--- src/rtl/datapath_ctrl.sv ---
// ----------------------------------------------------------------------------
// datapath_ctrl
//
// Sequences a four-operand datapath that computes (A+B)-(C+D). Operand beats
// arrive one per accepted handshake. Each accepted beat fires one bit of a
// one-hot capture enable (A..D). After the fourth beat the controller checks
// that the datapath holds all four operands. It then latches the 5-bit
// result, presents it with a valid/ready handshake, and clears the datapath
// for the next operation. An abort discards the operation in progress.
//
// Ports
//   clock      system clock, rising edge
//   rst        asynchronous active-high reset
//   in_valid   operand source has a beat on the shared operand bus
//   in_ready   beat is accepted this cycle (LOAD state, no abort)
//   dp_en      one-hot operand capture enable, bit0=A .. bit3=D
//   dp_clear   one-cycle pulse clearing the datapath operand-stored flags
//   dp_full    datapath reports all four operands stored
//   dp_result  datapath (A+B)-(C+D), 5-bit two's complement
//   abort      discard the current operation
//   res_valid  result available (PRESENT state)
//   res_ready  consumer takes the result
//   res_data   registered result
//   res_neg    registered sign of the result
//   op_count   completed result handshakes, wraps at 256
//   err        sticky: datapath was not full when the result was checked
// ----------------------------------------------------------------------------
module datapath_ctrl (
   input  logic       clock,
   input  logic       rst,
   input  logic       in_valid,
   output logic       in_ready,
   output logic [3:0] dp_en,
   output logic       dp_clear,
   input  logic       dp_full,
   input  logic [4:0] dp_result,
   input  logic       abort,
   output logic       res_valid,
   input  logic       res_ready,
   output logic [4:0] res_data,
   output logic       res_neg,
   output logic [7:0] op_count,
   output logic       err
);

   typedef enum logic [1:0] {
      LOAD    = 2'd0,
      CHECK   = 2'd1,
      PRESENT = 2'd2,
      CLEAR   = 2'd3
   } state_t;

   state_t     state, state_nxt;
   logic [1:0] idx, idx_nxt;
   logic       capture;
   logic       count_inc;
   logic       err_set;

   // State register
   always_ff @(posedge clock or posedge rst) begin
      if (rst) begin
         state <= LOAD;
         idx   <= 2'd0;
      end else begin
         state <= state_nxt;
         idx   <= idx_nxt;
      end
   end

   // Next state and outputs. Abort always wins over a beat or a result
   // handshake in the same cycle. It has no effect in CLEAR, which already
   // returns to LOAD.
   always_comb begin
      state_nxt = state;
      idx_nxt   = idx;
      in_ready  = 1'b0;
      dp_en     = 4'b0000;
      dp_clear  = 1'b0;
      res_valid = 1'b0;
      capture   = 1'b0;
      count_inc = 1'b0;
      err_set   = 1'b0;

      case (state)
         LOAD: begin
            // in_ready is held low during reset. The register already sits
            // in LOAD while rst is high.
            in_ready = ~abort & ~rst;
            if (abort) begin
               state_nxt = CLEAR;
               idx_nxt   = 2'd0;
            end else if (in_valid & in_ready) begin
               dp_en = 4'b0001 << idx;
               if (idx == 2'd3) begin
                  state_nxt = CHECK;
                  idx_nxt   = 2'd0;
               end else begin
                  idx_nxt = idx + 2'd1;
               end
            end
         end

         CHECK: begin
            idx_nxt = 2'd0;
            if (abort) begin
               state_nxt = CLEAR;
            end else if (dp_full) begin
               capture   = 1'b1;
               state_nxt = PRESENT;
            end else begin
               err_set   = 1'b1;
               state_nxt = CLEAR;
            end
         end

         PRESENT: begin
            idx_nxt   = 2'd0;
            res_valid = 1'b1;
            if (abort) begin
               state_nxt = CLEAR;
            end else if (res_ready) begin
               count_inc = 1'b1;
               state_nxt = CLEAR;
            end
         end

         CLEAR: begin
            dp_clear  = 1'b1;
            state_nxt = LOAD;
            idx_nxt   = 2'd0;
         end

         default: begin
            state_nxt = LOAD;
            idx_nxt   = 2'd0;
         end
      endcase
   end

   // Result, counter and error registers
   always_ff @(posedge clock or posedge rst) begin
      if (rst) begin
         res_data <= 5'd0;
         res_neg  <= 1'b0;
         op_count <= 8'd0;
         err      <= 1'b0;
      end else begin
         if (capture) begin
            res_data <= dp_result;
            res_neg  <= dp_result[4];
         end
         if (count_inc) begin
            op_count <= op_count + 8'd1;
         end
         if (err_set) begin
            err <= 1'b1;
         end
      end
   end

endmodule

--- config.mk ---
export PLATFORM = sky130hd
export DESIGN_NAME = datapath_ctrl
export DESIGN_NICKNAME = d
export VERILOG_FILES = /design/src/rtl/datapath_ctrl.sv
export SDC_FILE = /design/constraint.sdc
export NUM_CORES = 1
export LEC_CHECK = 0
export ABC_CLOCK_PERIOD_IN_PS = 2700
export CORE_UTILIZATION = 47
export CTS_CLUSTER_DIAMETER = 40
export CTS_CLUSTER_SIZE = 24
export DETAILED_ROUTE_END_ITERATION = 10
export GPL_TIMING_DRIVEN = 0
export HOLD_SLACK_MARGIN = 0.06
export PLACE_DENSITY = 0.83
export SLEW_MARGIN = 20
export SYNTH_ARGS = -nofsm -noshare
export SYNTH_HDL_FRONTEND = slang
export SYNTH_SLANG_ARGS = --single-unit
--- constraint.sdc ---
create_clock -name clock -period 2.7 [get_ports clock]
set_clock_uncertainty 0.1 [all_clocks]
set_input_delay 0.54 -clock clock [delete_from_list [all_inputs] [get_ports clock]]
set_output_delay 0.54 -clock clock [all_outputs]
set_load 0.05 [all_outputs]
Yosys cells after proc, flatten, opt, wreduce, memory -nomap -nowiden --
Cells that the tools add are included.
Word-level totals: input bits 11, bits in registers 19, output and inout port bits 22, word-level logic and storage cells 50
Cells by class: eq/ne operators 7, muxes and demuxes 27, shift-type cells 1, bitwise operators 4, reductions and logical operators 3, add/subtract/negate cells 2
Operators by type and width (number):
- 2-bit two-way mux | 8
- 1-bit two-way mux | 14
- 4-bit two-way mux | 3
- 3-bit != test (second input constant) | 3
- 8-bit by 1-bit adder with 8-bit output (second input constant) | 1
- 2-bit one-hot mux with 4 select lines | 1
- 2-bit == test (second input constant) | 3
- 2-bit one-hot mux with 2 select lines | 1
- 1-bit by 2-bit << shifter with 4-bit output (first input constant) | 1
- 3-bit AND reduction | 1
- 3-bit OR reduction | 1
- 2-bit by 1-bit adder with 2-bit output (second input constant) | 1
- 1-bit bitwise AND | 2
- 2-bit by 1-bit == test with 1-bit output (second input constant) | 1
- 2-bit zero test | 1
- 1-bit NOT | 2

Logic depth before layout (Yosys ltp) --
Gate-level depths: netlist (run 1).
word-level depth 6, mapped depth 6, depth with buffers taken out 6

Worst setup path after synthesis (run 1) --
OpenSTA, ideal clock, no wires.
path type flip-flop to output port, start point register state[0], end point output dp_en[0], data arrival time 1.561 ns, setup slack 0.499 ns, cell stages (with the launch flop) 6, path through dfrtp_1 -> inv_1 -> ha_1 -> nand2b_1 -> nor3b_2 -> and2_1
Between the ends: word-level cells in the longest chain between the ends 2
Ends and longest elaborated chain:
- start: declaration | RTL line 53 | state_t state, state_nxt;
- start signal: assignment | RTL line 65 | state <= state_nxt;
- 2-bit zero test | RTL line 84 | case (state)
- 4-bit two-way mux | RTL line 84
- end: declaration | RTL line 33 | output logic [3:0] dp_en,
Every way passes these cells.

Worst setup path after layout (run 1) --
start point input abort, end point output dp_en[0]
Between the ends: word-level cells in the longest chain between the ends 6
Ends and longest elaborated chain:
- start: declaration | RTL line 37 | input logic abort,
- 1-bit NOT | RTL line 88 | in_ready = ~abort & ~rst;
- 1-bit bitwise AND | RTL line 88
- 1-bit bitwise AND | RTL line 92 | end else if (in_valid & in_ready) begin
- 4-bit two-way mux | RTL line 92
- 4-bit two-way mux (*) | RTL line 89 | if (abort) begin
- 4-bit two-way mux (*) | RTL line 84
Every way passes the cells marked *; elsewhere a longest branch is shown, timed or not.

==> results of run 1 <==
==> sequential cells by signal, indices dropped and copies added, names as in the netlist <==
name and count:
state 2, op_count 8, idx 2, res_data 5, err 1
==> path summary, 6_finish.rpt <==
path | end | slack (ps) | start
min in group asynchronous | state[1] | 660 | rst
worst max register to register | state[0] | 930 | state[0]
max in group asynchronous | res_data[2] | 1410 | rst
worst min-delay path | op_count[6] | 410 | op_count[6]
worst max-delay path | dp_en[0] | 60 | abort
worst min register to register | op_count[6] | 410 | op_count[6]
==> kinds of logic (layout without fill, tap and decap cells) <==
group                      after synthesis  after routing  share of synthesized area (%)
AOI/OAI and AO/OA                       10             10                           7.37
xor gates and xnor gates                 7              7                           6.57
adders and majority gates                9              9                           12.1
buffers and inverters                    9             46                           4.02
DFF                                     18             18                           48.3
muxes                                    7              7                           8.31
and+or+nand+nor                         21             21                           13.4
==> power groups by stage <==
stage	Sequential [W]	Clock, W	Combinational [W]
CTS	0.000432	0.000171	0.000790
global route	0.000445	0.000183	0.000843
finish	0.000431	0.000164	0.000788
floorplan	0.000654	0	0.000319
detailed placement	0.000435	0	0.000786
global placement	0.000431	0	0.000770
==> synthesized netlist by cell type <==
| cell type | instances | area (sq um) |
|---|---|---|
| a21oi_1 | 2 | 10.0 |
| a22o_1 | 2 | 17.5 |
| a31o_2 | 1 | 8.76 |
| and2_1 | 4 | 25.0 |
| and3_1 | 1 | 6.26 |
| buf_4 | 1 | 7.51 |
| dfrtp_1 | 18 | 450 |
| ha_1 | 9 | 113 |
| inv_1 | 8 | 30.0 |
| mux2_2 | 6 | 67.6 |
| mux2i_1 | 1 | 10.0 |
| nand2b_1 | 3 | 18.8 |
| nand3_1 | 6 | 30.0 |
| nand3b_1 | 1 | 7.51 |
| nor2_1 | 4 | 15.0 |
| nor3b_2 | 1 | 12.5 |
| o21ai_0 | 3 | 15.0 |
| o311a_1 | 1 | 10.0 |
| o31ai_1 | 1 | 7.51 |
| or4b_1 | 1 | 10.0 |
| xnor2_1 | 5 | 43.8 |
| xor2_1 | 2 | 17.5 |
==> repair_timing <==
| action | in CTS | in global routing |
|---|---|---|
| gates resized for setup | 22 | 3 |
| setup endpoints to repair | 5 | 4 |
| pin swaps | 0 | 1 |
| setup buffers | 0 | 1 |
==> routing by layer <==
layer | vias up | track usage, % | routed length [um]
met5 | - | 0 | 0
met4 | 0 | 7.06 | 13
met3 | 2 | 3.92 | 67
met2 | 20 | 32.2 | 913
met1 | 339 | 25.1 | 822
li1 | 352 | - | -
==> per-stage QoR <==
| stage | TNS, ps | setup WS [ps] | utilization (%) |
|---|---|---|---|
| 4_1_cts | 0 | 61.0 | 72.5 |
| 5_1_grt | -15.8 | -15.2 | 73.3 |
| 3_3_place_gp | -2180 | -519 | 71.3 |
| 6_report | 0 | 64.7 | 73.3 |
| 2_1_floorplan | 0 | 499 | - |
| 3_5_place_dp | -2140 | -512 | 71.3 |
==> area by class of cell <==
| class | instances | area share [%] |
|---|---|---|
| Multi-Input combinational cell | 54 | 34.4 |
| Sequential cell | 18 | 34.1 |
| Timing Repair Buffer | 33 | 23.6 |
| Clock buffer | 4 | 2.75 |
| Tap cell | 25 | 2.37 |
| Inverter | 8 | 2.27 |
| Buffer | 1 | 0.568 |
==> placed cells by master (no fill, tap or decap) <==
master | netlist | routed
a31o_2 | 1 | 1
dlygate4sd2_1 | 0 | 1
and2_1 | 4 | 4
dfrtp_1 | 18 | 18
nor3b_4 | 0 | 1
inv_1 | 8 | 8
clkbuf_8 | 0 | 1
buf_4 | 1 | 2
clkdlybuf4s50_1 | 0 | 27
clkbuf_4 | 0 | 5
o31ai_1 | 1 | 1
xnor2_1 | 5 | 5
or4b_1 | 1 | 1
o311a_1 | 1 | 1
a21oi_1 | 2 | 2
ha_2 | 0 | 1
buf_2 | 0 | 2
nand3_1 | 6 | 6
xor2_1 | 2 | 2
mux2i_1 | 1 | 1
o21ai_0 | 3 | 3
a22o_1 | 2 | 2
nand3b_1 | 1 | 1
and3_1 | 1 | 1
ha_1 | 9 | 8
nor2_1 | 4 | 4
mux2_2 | 6 | 6
nand2b_1 | 3 | 3
==> worst max-delay path, cell delays in order <==
cell and delay [ps]:
clkdlybuf4s50_1 490, nand2b_1 250, nor3b_4 290, and2_1 180, buf_2 260
==> results.txt, run 1 <==
----------------------------------------------------
[Power]
  Share of power burned in combinational logic ... 57.0%
  Psw ... 0.000650 W
  Internal power contribution ... 0.000733 W
  Lkg Pwr ... 0.609 nW
  Share of total power in the clock network ... 11.9%
  Net switching share of the total power ... 47.0%
  Fraction of power consumed by sequential logic ... 31.2%
  Final Power ... 0.00138 W
  Total power divided by cell area ... 1050 nW/um^2
  Maximum vdd ir drop ... 0.823 mV

[Clock tree]
  Later-pin clock latency in the skew report ... 280 ps
  Clock tree from TritonCTS ... yes
  CTS root buffer ... clkbuf_4
  Maximum count of clock buffers along a single path ... 2
  CTS Sinks ... 18
  Clock transition at path regs ... 100 ps
  Clock buffers created by TritonCTS ... 3
  Number of buffers inserted by hold repair at cts ... 0
  CTS H-Tree Depth ... 1

[Final layout]
  Final instance area ... 1320 sq um
  Filler cells ... 132
  Number of nets in the final layout ... 139
  Multi-input combinational cell area ... 454 sq um
  Seq. cell area ... 450 sq um
  Share of layout cells above drive strength 1 ... 16.1%
  Number of diodes added for antenna fixing ... 0
  Layout overhead on the synthesized area ... 41.6%
  Final standard cell count with taps included and fillers excluded ... 143

[Global route]
  Largest net degree at the start of global routing ... 20
  Antenna violations before repair ... 0
  Total routing usage reported by global routing ... 19.6%
  Via count of the first global-routing pass ... 669
  First-pass GRT wire length ... 2920 um
  Overflow left after global routing ... 0

[STA]
  Final-report max-slew violation count ... 0
  Tightest slew margin relative to the limit ... 54.6%
  Actual transition at the worst max-transition pin ... 680 ps
  Endpoints failing hold ... 0
  Minimum clock period after layout ... 2640 ps
  Setup violation total in the final timing report ... 0
  Peak clock frequency supported by timing ... 379 MHz
  Fraction of the cycle the final worst path needs ... 97.6%
  Worst Hold Slack ... 409 ps

[Place]
  # placed instances ... 138
  Placer congestion estimate ... 0.795
  Instance area at placement ... 1280 sq um
  Detail Placement HPWL ... 1420 um
  Number of buffers inserted by port buffering ... 32

[Hold path]
  Cell count of the worst hold path ... 1
  Hold Crit Class ... reg -> reg

[Setup path]
  Endpoint class of the critical path ... primary output
  Worst setup path class ... in -> out
  Required @ worst endpoint ... 2060 ps
  Maximum fanout encountered on the critical timing path ... 6
  Data arrival time of the worst path ... 2000 ps
  Crit start category ... primary input
  R2r worst-path depth ... 6

[Routing]
  Detailed router's first-iteration violation count ... 12
  Count of TritonRoute iterations in the first routing pass ... 4
  Number of remaining DRC errors ... 0
  Total wire length after detailed routing ... 1820 um
  Via-per-instance ratio ... 4.99
  Number of nets still failing antenna checks after routing ... 0
  Average routed wire per standard cell ... 12.7 um
  Via count ... 713

[Floorplanning]
  Std-Cell Rows ... 15
  Vertical die dimension ... 46.6 um
  I/O pin cnt ... 33
  Die span in x ... 46.6 um
  CORE AREA ... 1800 sq um
  Initial core utilization ... 51.8%
  Die footprint ... 2170 sq um

[Synth]
  Number of library cell types mapped by synthesis ... 22
  Syn_area_per_cell ... 11.5 sq um
  Sequential cell area fraction in the yosys report ... 48.3%
  Count of yosys warnings during synthesis ... 0
  Synthesized area ... 933 sq um
  Synth Register Bits ... 18
  Cell count after synthesis ... 81
  Syn nets ... 101

[Run status]
  Run status ... completed

[Job]
  Maxcap violations ... 0

----------------------------------------------------
No activity file was read; power rests on OpenSTA's default activity.
==> run 2: changes to the inputs <==
--- a/config.mk
+++ b/config.mk
@@ -6,6 +6,7 @@
 export NUM_CORES = 1
 export LEC_CHECK = 0
 export ABC_CLOCK_PERIOD_IN_PS = 2700
+export CAP_MARGIN = 15
 export CORE_UTILIZATION = 47
 export CTS_CLUSTER_DIAMETER = 40
 export CTS_CLUSTER_SIZE = 24
==> results of run 2 <==
The final DEF is identical to that of run 1; final timing and power are the same.
==> RTL change 1, RTL diff (config.mk and constraints of run 1) <==
Encoding of `state_t`: now Gray code (2 bits for 4 states).
--- a/src/rtl/datapath_ctrl.sv
+++ b/src/rtl/datapath_ctrl.sv
@@ -46,6 +46,6 @@
    typedef enum logic [1:0] {
-      LOAD    = 2'd0,
-      CHECK   = 2'd1,
-      PRESENT = 2'd2,
-      CLEAR   = 2'd3
+      LOAD    = 2'b00,
+      CHECK   = 2'b01,
+      PRESENT = 2'b11,
+      CLEAR   = 2'b10
    } state_t;
Check against the original RTL: same outputs for any inputs over 10 cycles, from zero or initial values and one cycle with rst high; not proved beyond that.
==> RTL change 1 against run 1 <==
Sequential share of layout area increased by 0.89 points; synthesized cell count unchanged; global-route usage increased by 1.2 points; setup slack improved by 0.040 ns; wire length increased by 4.2%; final cell count decreased by 0.70%; area after synthesis decreased by 0.94%; worst hold slack got worse by 0.038 ns; design area decreased by 2.6%; sequential cell count unchanged; die area decreased by 0.90%; critical endpoint is now dp_en[2].
Power is not compared: it rests on default switching activity, and its combinational part moved more than twofold at a synthesized area within 25%.
==> RTL change 1: results (changes against run 1) <==
stage,metric,value,unit,change
logic_synthesis,synth_common_cells,"dfrtp_1, nor2_1, mux2_2, xor2_1",,
logic_synthesis,ys_types,26,,+18%
logic_synthesis,seq_area_frac_synth,0.4871,,+0.004571
status,status,finished clean,,
setup_path,critPathMaxFanout,5,,-1
logic_synthesis,ys_warn_count,0,,unchanged
logic_synthesis,synthArstFlopShare,1.000,,unchanged
grt,grt_antenna_before_repair,0,,unchanged
place,io_buffers,32,,unchanged
cells_and_area,stdcell_count,142,,-0.70%
grt,grt_use_total,0.2074,,+0.01181
logic_synthesis,synth.net_count,97,,-4.0%
grt,grt_pass1_wl,3.063,mm,+5.0%
setup_path,cp.arrival,1.96,ns,-0.04 ns
logic_synthesis,syn_avg_cell_area,11.42,um2,-0.94%
place,dpl.hpwl,1.434,mm,+1.2%
routing,drt_pre_antenna_iters,4,,unchanged
grt,grt_remaining_overflow,0,,unchanged
sta,worst-slew-pin-transition,0.6570,ns,-0.02322 ns
grt,grt_max_degree,19,,-5.0%
cells_and_area,top_regs,"op_count: 8 flops, res_data: 5 flops",,
place,preCtsSetupSlack,-0.4478,ns,+0.06461 ns
setup_path,crit_start,abort,,
clock_tree,clockBufferDepth,2,,unchanged
grt,grt_pass1_vias,668,,-0.15%
place,gp_congestion,0.8171,,+2.8%
clock_tree,cts_root_buf,clkbuf_4,,
logic_synthesis,synth_ff_type,dfrtp_1,,
worst_hold_path,worstHoldStart,op_count[7],,
cells_and_area,drive_gt1_frac,0.2051,,+0.04411
clock_tree,clk_transition_reported_paths,0.10,ns,about the same
setup_path,worstReg2RegStart,state[1],,
logic_synthesis,ys_top_cells_by_area,"dfrtp_1, mux2_2, ha_1",,
worst_hold_path,hold_class,reg2reg,,
clock_tree,cts.htree.levels,1,,unchanged
pwr,ir_worst_vdd,0.0003106,V,
clock_tree,insertion_delay,0.29,ns,
cells_and_area,final_nets,134,,-3.6%
pwr,total_leakage_power,0.0006715,uW,
clock_tree,cts_buffers,3,,unchanged
routing,drtIter0Drc,7,,-5
routing,route.vias.total,702,,-1.5%
cells_and_area,diodes,0,,unchanged
routing,post_drt_wl_per_cell,13.33,um,+5.0%
clock_tree,holdBufCountCts,0,,unchanged
-- RTL change 1: routing by layer --
metal  track usage  vias up  wire [um]
met5             0        -          0
met4       0.05882        0          0
met3       0.04314        0        114
met2        0.3556       25        976
met1        0.2608      340        802
li1              -      337          -
-- RTL change 1: cell families (layout without fill, tap and decap cells) --
| kind of cell | Yosys count | in the layout | synth area share |
|---|---|---|---|
| AO/OA/AOI/OAI | 4 | 4 | 0.02977 |
| XOR/XNOR | 8 | 8 | 0.07578 |
| adder cells (fa/ha/maj) | 5 | 5 | 0.06766 |
| buffers and inverters | 9 | 45 | 0.05006 |
| flip-flops | 18 | 18 | 0.4871 |
| multiplexers | 7 | 7 | 0.08389 |
| AND/OR/NAND/NOR | 30 | 30 | 0.2057 |
-- RTL change 1: cell type report --
class,instances,area (um2)
Timing Repair Buffer,32,295.3
Multi-Input combinational cell,54,427.9
Clock buffer,4,36.28
Inverter,5,18.77
Tap cell,25,31.28
Sequential cell,18,450.4
Fill cell,134,495.5
Buffer,4,27.53
-- RTL change 1: timing repair --
| action | 4_1_cts | 5_1_grt |
|---|---|---|
| buffers inserted | 0 | 0 |
| endpoints found under the hold margin | 0 | 0 |
| setup endpoints to repair | 5 | 2 |
| gates resized for setup | 18 | 3 |
-- RTL change 1: final timing paths --
check | slack [ns] | endpoint | cells past startpoint
max in group asynchronous | 1.48 | op_count[3] | 2
max | 0.10 | dp_en[2] | 5
min in group asynchronous | 0.61 | idx[0] | 2
max reg2reg | 1.15 | res_data[0] | 5
min reg2reg | 0.37 | op_count[7] | 1
min | 0.37 | op_count[7] | 1
-- RTL change 1: critical path, stage by stage --
cell and delay [ns]:
clkdlybuf4s50_1 0.50, or3_4 0.40, nor2_2 0.13, and2_1 0.13, buf_2 0.26
-- RTL change 1: power breakdown --
part / switching [uW] / internal (uW)
combinational: 30.0 / 24.6
clock: 84.4 / 82.2
sequential: 1.40 / 272
-- RTL change 1: through the flow --
step | util | cell area, um2 | hold WS [ns]
3_3_place_gp | 0.7158 | 1276 | 0.3567
5_1_grt | 0.7221 | 1287 | 0.4007
4_1_cts | 0.7270 | 1296 | 0.3748
6_report | 0.7221 | 1287 | 0.3709
2_1_floorplan | - | 924.6 | 0.3786
3_5_place_dp | 0.7158 | 1276 | 0.3607
==> RTL change 2, RTL diff (settings of run 1) <==
Without the edit above. Reset style: synchronous (`rst`), changed in 2 clocked blocks. Comments in the files are not updated.
--- a/src/rtl/datapath_ctrl.sv
+++ b/src/rtl/datapath_ctrl.sv
@@ -59,3 +59,3 @@
    // State register
-   always_ff @(posedge clock or posedge rst) begin
+   always_ff @(posedge clock) begin
       if (rst) begin
@@ -140,3 +140,3 @@
    // Result, counter and error registers
-   always_ff @(posedge clock or posedge rst) begin
+   always_ff @(posedge clock) begin
       if (rst) begin
Formal check against the unedited RTL: differs if rst is asserted again (counterexample within 4 cycles, from zero or initial values and one cycle with rst high); with rst held inactive, the same outputs for 10 cycles.
==> RTL change 2 against run 1 <==
Global-route usage rose by 1.7 points; utilization fell by 1.6 points; via count rose by 16%; design area fell by 2.2%; setup slack improved by 0.022 ns; area after synthesis did not move; synthesized cell count rose by 27%; sequential cell count did not move; die area did not move; wire length rose by 8.8%; critical path depth did not move; register-to-register slack improved by 0.15 ns; sequential share of layout area fell by 6.2 points.
Power is not compared: it rests on default switching activity, and its combinational part moved more than twofold at a synthesized area within 25%.
==> RTL change 2: results (changes against run 1) <==
stage,metric,value,unit,change
grt,grt.met3_usage,0.05882,,+0.01961
place,place_area,0.001275,mm2,-0.78%
routing,route.vias.total,828,,+16%
clock_tree,post_cts_resized,23,,+4.5%
routing,top_layer_used,met4,,
grt,use_met1,0.2411,,-0.009564
place,gp_congestion,0.8041,,+1.1%
worst_hold_path,hold_class,reg2reg,,
routing,wl,1.976,mm,+8.8%
setup_path,reg2reg_setup_slack,1.08,ns,+0.15 ns
setup_path,cp.arrival,1.97,ns,-0.03 ns
sta,period_share,0.9677,,-0.008306
status,status,finished clean,,
routing,met3WireLength,99,um,+48%
sta,hold_slack,0.3858,ns,-0.02270 ns
cells_and_area,num-fill-cells,155,,+17%
routing,drtIter0Drc,11,,-1
logic_synthesis,synth_common_cells,"dfxtp_1, nor2_1, ha_1",,
clock_tree,cts_buffers,3,,unchanged
setup_path,rr_worst_depth,6,,unchanged
routing,drt_pre_antenna_iters,4,,unchanged
logic_synthesis,seq_area_frac_synth,0.3861,,-0.09651
routing,drt-met1-wl,836,um,+1.7%
pwr,total_leakage_power,0.0005935,uW,
grt,grt_use_total,0.2123,,+0.01667
cells_and_area,diodes,0,,unchanged
grt,grt_pass1_vias,738,,+10%
place,io_buffers,31,,-3.1%
logic_synthesis,ys_top_cells_by_area,"dfxtp_1, ha_1, mux2i_1",,
pwr,ir_worst_vdd,0.0004399,V,
grt,grtUsageMet2,0.3583,,+0.03611
setup_path,slowest_delay,0.51,ns,+0.02 ns
logic_synthesis,postSynthCellCount,103,,+27%
grt,grt_max_degree,11,,-45%
logic_synthesis,synth.net_count,123,,+22%
clock_tree,clk_transition_reported_paths,0.10,ns,about the same
logic_synthesis,synthArstFlopShare,0,,-1.000
clock_tree,cts_root_buf,clkbuf_4,,
routing,dr_wl_met2,1.003,mm,+9.9%
worst_hold_path,worstHoldStart,err,,
setup_path,cp_slowest_cell,clkdlybuf4s50_1,,
sta,worst-slew-pin-transition,0.5090,ns,-0.1712 ns
place,dpl.hpwl,1.531,mm,+8.1%
place,preCtsSetupSlack,-0.4362,ns,+0.07620 ns
clock_tree,clockBufferDepth,2,,unchanged
clock_tree,cts_setup_buffers,0,,unchanged
setup_path,worstReg2RegStart,state[0],,
setup_path,r2r_end,op_count[6],,
cells_and_area,stdcell_count,163,,+14%
worst_hold_path,hold_depth,2,,+1
cells_and_area,drive_gt1_frac,0.1159,,-0.04507
grt,grt_pass1_wl,3.180,mm,+9.0%
worst_hold_path,worstHoldEndpoint,err,,
clock_tree,insertion_delay,0.30,ns,+0.02 ns
logic_synthesis,ys_types,28,,+27%
## RTL change 2: area by class of cell
cell class,instances,area (um2),area share
Multi-Input combinational cell,73,521.8,0.4037
Tap cell,25,31.28,0.02420
Clock buffer,4,36.28,0.02807
Buffer,4,21.27,0.01646
Timing Repair Buffer,31,291.5,0.2256
Inverter,8,30.03,0.02323
Sequential cell,18,360.3,0.2788
## RTL change 2: tightest hold or removal path, cell delays in order, from the launching register on
cell and delay [ns]:
dfxtp_1 0.34, a31oi_1 0.04, nor2_1 0.07
## RTL change 2: cells by family after synthesis
group | count (synthesis) | synth area share
AND/OR/NAND/NOR | 38 | 0.2265
flip-flops | 18 | 0.3861
AO/OA/AOI/OAI | 13 | 0.08043
buffers and inverters | 12 | 0.05496
adder cells (fa/ha/maj) | 9 | 0.1206
multiplexers | 7 | 0.07507
XOR/XNOR | 6 | 0.05631
## RTL change 2: report_power, final
group	total, uW	switching (uW)	internal [uW]
clock network	168	86.0	82.3
logic	324	199	125
registers	312	21.8	290
